`src/rtl/mod_counter.sv`:
```
// Parametrised modulo up/down counter with prescaler, load, wrap/saturate, terminal count and compare.
// Optional wrap-event counter enabled by defining MOD_COUNTER_WRAPCNT_EN.
module mod_counter #(
    parameter int unsigned WIDTH    = 8,
    parameter int unsigned MAX_VAL  = 2**WIDTH-1,
    parameter int unsigned PRESCALE = 1
`ifdef MOD_COUNTER_WRAPCNT_EN
    , parameter int unsigned WRAP_CNT_W = 8
`endif
) (
    input  logic             clk,
    input  logic             rstn,
    input  logic             en,
    input  logic             up_dn,
    input  logic             load,
    input  logic [WIDTH-1:0] load_val,
    input  logic             sat_mode,
    input  logic [WIDTH-1:0] cmp_val,
    output logic [WIDTH-1:0] out,
    output logic             tc,
    output logic             cmp_hit
`ifdef MOD_COUNTER_WRAPCNT_EN
    , output logic [WRAP_CNT_W-1:0] wrap_cnt
`endif
);

    localparam logic [WIDTH-1:0] MAX_V = WIDTH'(MAX_VAL);

    logic [WIDTH-1:0] out_q, out_d;
    logic             tc_q, tc_d;
    logic             step;
    logic             at_bound;

    if (PRESCALE > 1) begin : g_pre
        localparam int unsigned PW = $clog2(PRESCALE);
        localparam logic [PW-1:0] P_LAST = PW'(PRESCALE - 1);

        logic [PW-1:0] p_q, p_d;

        // Load restarts the prescale period so the next step is a full period away.
        always_comb begin
            p_d = p_q;
            if (load) begin
                p_d = '0;
            end else if (en) begin
                p_d = (p_q == P_LAST) ? '0 : p_q + PW'(1);
            end
        end

        assign step = en && (p_q == P_LAST);

        always_ff @(posedge clk or negedge rstn) begin
            if (!rstn) begin
                p_q <= '0;
            end else begin
                p_q <= p_d;
            end
        end
    end else begin : g_nopre
        assign step = en;
    end

    assign at_bound = up_dn ? (out_q == MAX_V) : (out_q == '0);

    always_comb begin
        out_d = out_q;
        tc_d  = 1'b0;
        if (load) begin
            out_d = (load_val > MAX_V) ? MAX_V : load_val;
        end else if (step) begin
            tc_d = at_bound;
            if (at_bound) begin
                out_d = sat_mode ? out_q : (up_dn ? '0 : MAX_V);
            end else begin
                out_d = up_dn ? out_q + WIDTH'(1) : out_q - WIDTH'(1);
            end
        end
    end

    always_ff @(posedge clk or negedge rstn) begin
        if (!rstn) begin
            out_q <= '0;
            tc_q  <= 1'b0;
        end else begin
            out_q <= out_d;
            tc_q  <= tc_d;
        end
    end

    assign out     = out_q;
    assign tc      = tc_q;
    assign cmp_hit = (out_q == cmp_val);

`ifdef MOD_COUNTER_WRAPCNT_EN
    logic [WRAP_CNT_W-1:0] wrap_q, wrap_d;

    // Only true wraps count; saturated boundary steps also raise tc but are excluded.
    always_comb begin
        wrap_d = wrap_q;
        if (tc_d && !sat_mode && (wrap_q != '1)) begin
            wrap_d = wrap_q + WRAP_CNT_W'(1);
        end
    end

    always_ff @(posedge clk or negedge rstn) begin
        if (!rstn) begin
            wrap_q <= '0;
        end else begin
            wrap_q <= wrap_d;
        end
    end

    assign wrap_cnt = wrap_q;
`endif

endmodule

```
`config.mk`:
```
export PLATFORM = sky130hd
export DESIGN_NAME = mod_counter
export DESIGN_NICKNAME = d
export VERILOG_FILES = /design/src/rtl/mod_counter.sv
export SDC_FILE = /design/constraint.sdc
export NUM_CORES = 1
export LEC_CHECK = 0
export CORE_MARGIN = 2
export CORE_UTILIZATION = 40
export CTS_CLUSTER_DIAMETER = 30
export CTS_CLUSTER_SIZE = 16
export DETAILED_ROUTE_END_ITERATION = 8
export GPL_TIMING_DRIVEN = 1
export PLACE_DENSITY = 0.75
export SLEW_MARGIN = 20
export SYNTH_ARGS = -nofsm -noshare
export SYNTH_HDL_FRONTEND = slang
export SYNTH_SLANG_ARGS = --single-unit
```
`constraint.sdc`:
```
create_clock -name clk -period 1.95 [get_ports clk]
set_clock_uncertainty 0.2 [all_clocks]
set_input_delay 0.585 -clock clk [delete_from_list [all_inputs] [get_ports clk]]
set_output_delay 0.585 -clock clk [all_outputs]
set_load 0.03 [all_outputs]
```
==> flow_summary.json, run 1 <==
{
  "synth_edf_count": 0,
  "grt_pass1_wl_um": 5326,
  "fin_setup_tns_ps": -873.3,
  "hold_class": "in2async",
  "cts_tree": "built",
  "start_util_pct": 41.35,
  "worst_ep_required_time_ps": 1920,
  "grtUsageTotal_pct": 26.88,
  "comb_power_share_pct": 69.4,
  "yosysTopAreaCell": "dfrtp_1",
  "hold_viol": 0,
  "synthesis.nets": 128,
  "grt_max_degree": 10,
  "netlist_area_sq_um": 897.1,
  "antenna_left": 0,
  "setup_viol": 8,
  "slew_headroom_pct": 70.45,
  "ys_seq_area_share_pct": 25.10,
  "reg2reg_slack_ps": -90,
  "avgSynthCellArea_sq_um": 9.062,
  "die_h_um": 51.36,
  "power.switching_mw": 0.7307,
  "cts_buffer_depth": 2,
  "drc": 0,
  "pwr_density_cell_nw_per_um2": 935.8,
  "p_int_mw": 0.8933,
  "ctsHtreeMaxLevel": 1,
  "core_area_sq_um": 2170,
  "fin_crit_ps": 2154,
  "synth_top_area_share_pct": 25.10,
  "dieArea_sq_um": 2637,
  "root_buffer": "clkbuf_4",
  "cts.sinks": 9,
  "cts_buffers": 3,
  "overflow": 0,
  "synth_warnings": 0,
  "synth.cells.most_frequent": "11 x xnor2_1, 10 x nand2_1, 9 x dfrtp_1",
  "vias_per_cell": 5.764,
  "yosys-top-cells-area": "dfrtp_1 25%, xnor2_1 11%, ha_1 8.4%, a31oi_1 4.2%, nand2_1 4.2%",
  "rr_startpoint": "out[0]",
  "drv_cap": 0,
  "hpwl_um": 2122,
  "portBuffers": 31,
  "min_period_over_period_pct": 110.5,
  "yosysUniqueCellTypes": 38,
  "clockPowerShare_pct": 9.6,
  "leakage_nw": 0.7535,
  "design_power_total_mw": 1.624,
  "drive_above_1_share_pct": 49.10,
  "io-pin-count": 32,
  "power.share.sequential_pct": 21.0,
  "dr_total_vias": 1124,
  "fillCellCount": 151,
  "critPathLaunchType": "primary input",
  "avgRoutedWirePerCell_um": 17.49,
  "ir_drop_v": 0.001056,
  "timing.rr.end": "out[4]",
  "async_flop_share_pct": 100.0,
  "status": "complete, but fails checks",
  "cp.arrival_ps": 2120,
  "grt_setup_unrepaired": "yes",
  "routabilityCongestion": 0.9036,
  "antenna_found_initial": 0,
  "report.final.slew_viol_count": 0,
  "synthFlopType": "dfrtp_1",
  "setup.worst_path.class": "in2reg",
  "synth_seq_cells": 9,
  "synth_most_common_cell": "xnor2_1",
  "row_count": 17,
  "path_max_fanout": 7,
  "worst_pin_slew_ps": 441.8,
  "rr_worst_depth": 6,
  "endpoint_kind": "flop",
  "first_global_vias": 1143,
  "synthToLayoutAreaGrowth_pct": 93.44,
  "fmax_mhz": 464.2,
  "n_antenna_cell": 0,
  "wirelength_um": 3410,
  "violations": "setup timing",
  "num-nets-final": 197,
  "clkLatencyLatePin_ps": 270,
  "cts.clk_slew.worst_paths_ps": 70,
  "switching_share_pct": 44.99,
  "dr.pass1.iters": 4,
  "synthCells": 99,
  "fp.dieW_um": 51.36,
  "drtIter0Drc": 29,
  "pre_cts_ws_ps": -927.7,
  "timing.final.ws_setup_ps": -204.2
}
-- worst max-delay path by stage --
stage / endpoint / slack [ps] / start / cells after the start
after CTS: cmp_hit / -190 / out[3] / 5
after global routing: cmp_hit / -240 / cmp_val[3] / 5
after floorplan: out[6] / -220 / up_dn / 7
after global placement: out[6] / -840 / up_dn / 8
after detailed placement: out[6] / -930 / up_dn / 8
final: out[4] / -200 / up_dn / 8
-- power by group through the flow --
stage	clock network, mW	logic [mW]	registers, mW
2_1_floorplan	0	0.429	0.421
3_3_place_gp	0	0.821	0.351
3_5_place_dp	0	0.848	0.350
4_1_cts	0.153	0.967	0.344
5_1_grt	0.167	1.21	0.347
6_report	0.156	1.13	0.341
-- routing by layer --
metal / track usage (%) / part of all wire, %
met5: 0 / 0
met4: 5.263 / 3.1
met3: 3.801 / 7.2
met2: 50.00 / 52
met1: 32.85 / 37
-- sequential cells by signal, indices dropped and copies added, names as in the netlist --
name  cells
out       8
tc        1
-- per-stage QoR --
| step | hold WS (ps) | std cells | util (%) | area, sq um |
|---|---|---|---|---|
| 6_report | 424.2 | 195 | 79.99 | 1735 |
| 5_1_grt | 456.3 | 195 | 79.99 | 1735 |
| 4_1_cts | 423.8 | 188 | 73.70 | 1599 |
| 3_5_place_dp | 431.7 | 175 | 64.36 | 1396 |
| 3_3_place_gp | 432.2 | 175 | 64.36 | 1396 |
| 2_1_floorplan | 89.41 | 99 | - | 929.6 |
-- cells in the final DEF, fill, tap and decap left out, types with 2 or more instances in the layout --
cell,synthesis,final
a21o_1,2,2
a21oi_2,0,2
a31oi_1,6,3
a31oi_2,0,2
and3_1,2,2
buf_4,0,33
buf_6,1,7
clkbuf_4,0,3
clkdlybuf4s15_1,0,8
clkdlybuf4s50_1,0,10
dfrtp_1,9,2
dfrtp_2,0,7
dlygate4sd2_1,0,4
ha_1,6,2
ha_4,0,3
mux2i_1,3,3
nand2_1,10,9
nand2_2,2,2
nand3_1,5,4
nand4_1,2,2
nor2_1,6,5
nor4_4,1,2
o211ai_1,2,2
o21ai_1,1,2
o221a_4,0,2
o22ai_1,3,2
xnor2_1,11,9
xnor2_2,0,2
xor2_1,3,3
-- kinds of logic after synthesis --
family	synth area share (%)
AO/OA/AOI/OAI	21.06
flip-flops	25.11
XOR/XNOR	13.67
AND/OR/NAND/NOR	23.57
buffers and inverters	2.649
multiplexers	3.347
adder cells (fa/ha/maj)	10.60
-- area by class of cell --
class | count | area [sq um] | area share (%)
multi-input cells | 86 | 813.3 | 46.86
well taps | 28 | 35.03 | 2.019
clock buffers | 4 | 26.28 | 1.514
repair buffers | 66 | 615.6 | 35.47
flip-flops and latches | 9 | 234.0 | 13.48
inverters | 2 | 11.26 | 0.6489
-- worst max-delay path: stages --
cell	delay, ps
buf_8	80
clkinvlp_4	200
fa_2	430
a21o_1	210
a21oi_2	150
xnor2_1	160
nand2_1	120
a31oi_1	190
-- timing repair --
item	4_1_cts	5_1_grt
gates resized for setup	46	19
hold buffers	0	0
cloned	1	0
pin swaps	24	23
setup endpoints to repair	13	10
buffers inserted	8	10
Note: power is estimated with default switching activity, not from simulation.
==> run 2, diff against run 1 <==
ABC_CLOCK_PERIOD_IN_PS = 1950   (was not set)
==> results of run 2 <==
Same layout as run 1: the final DEF is identical, and so are final timing and power.
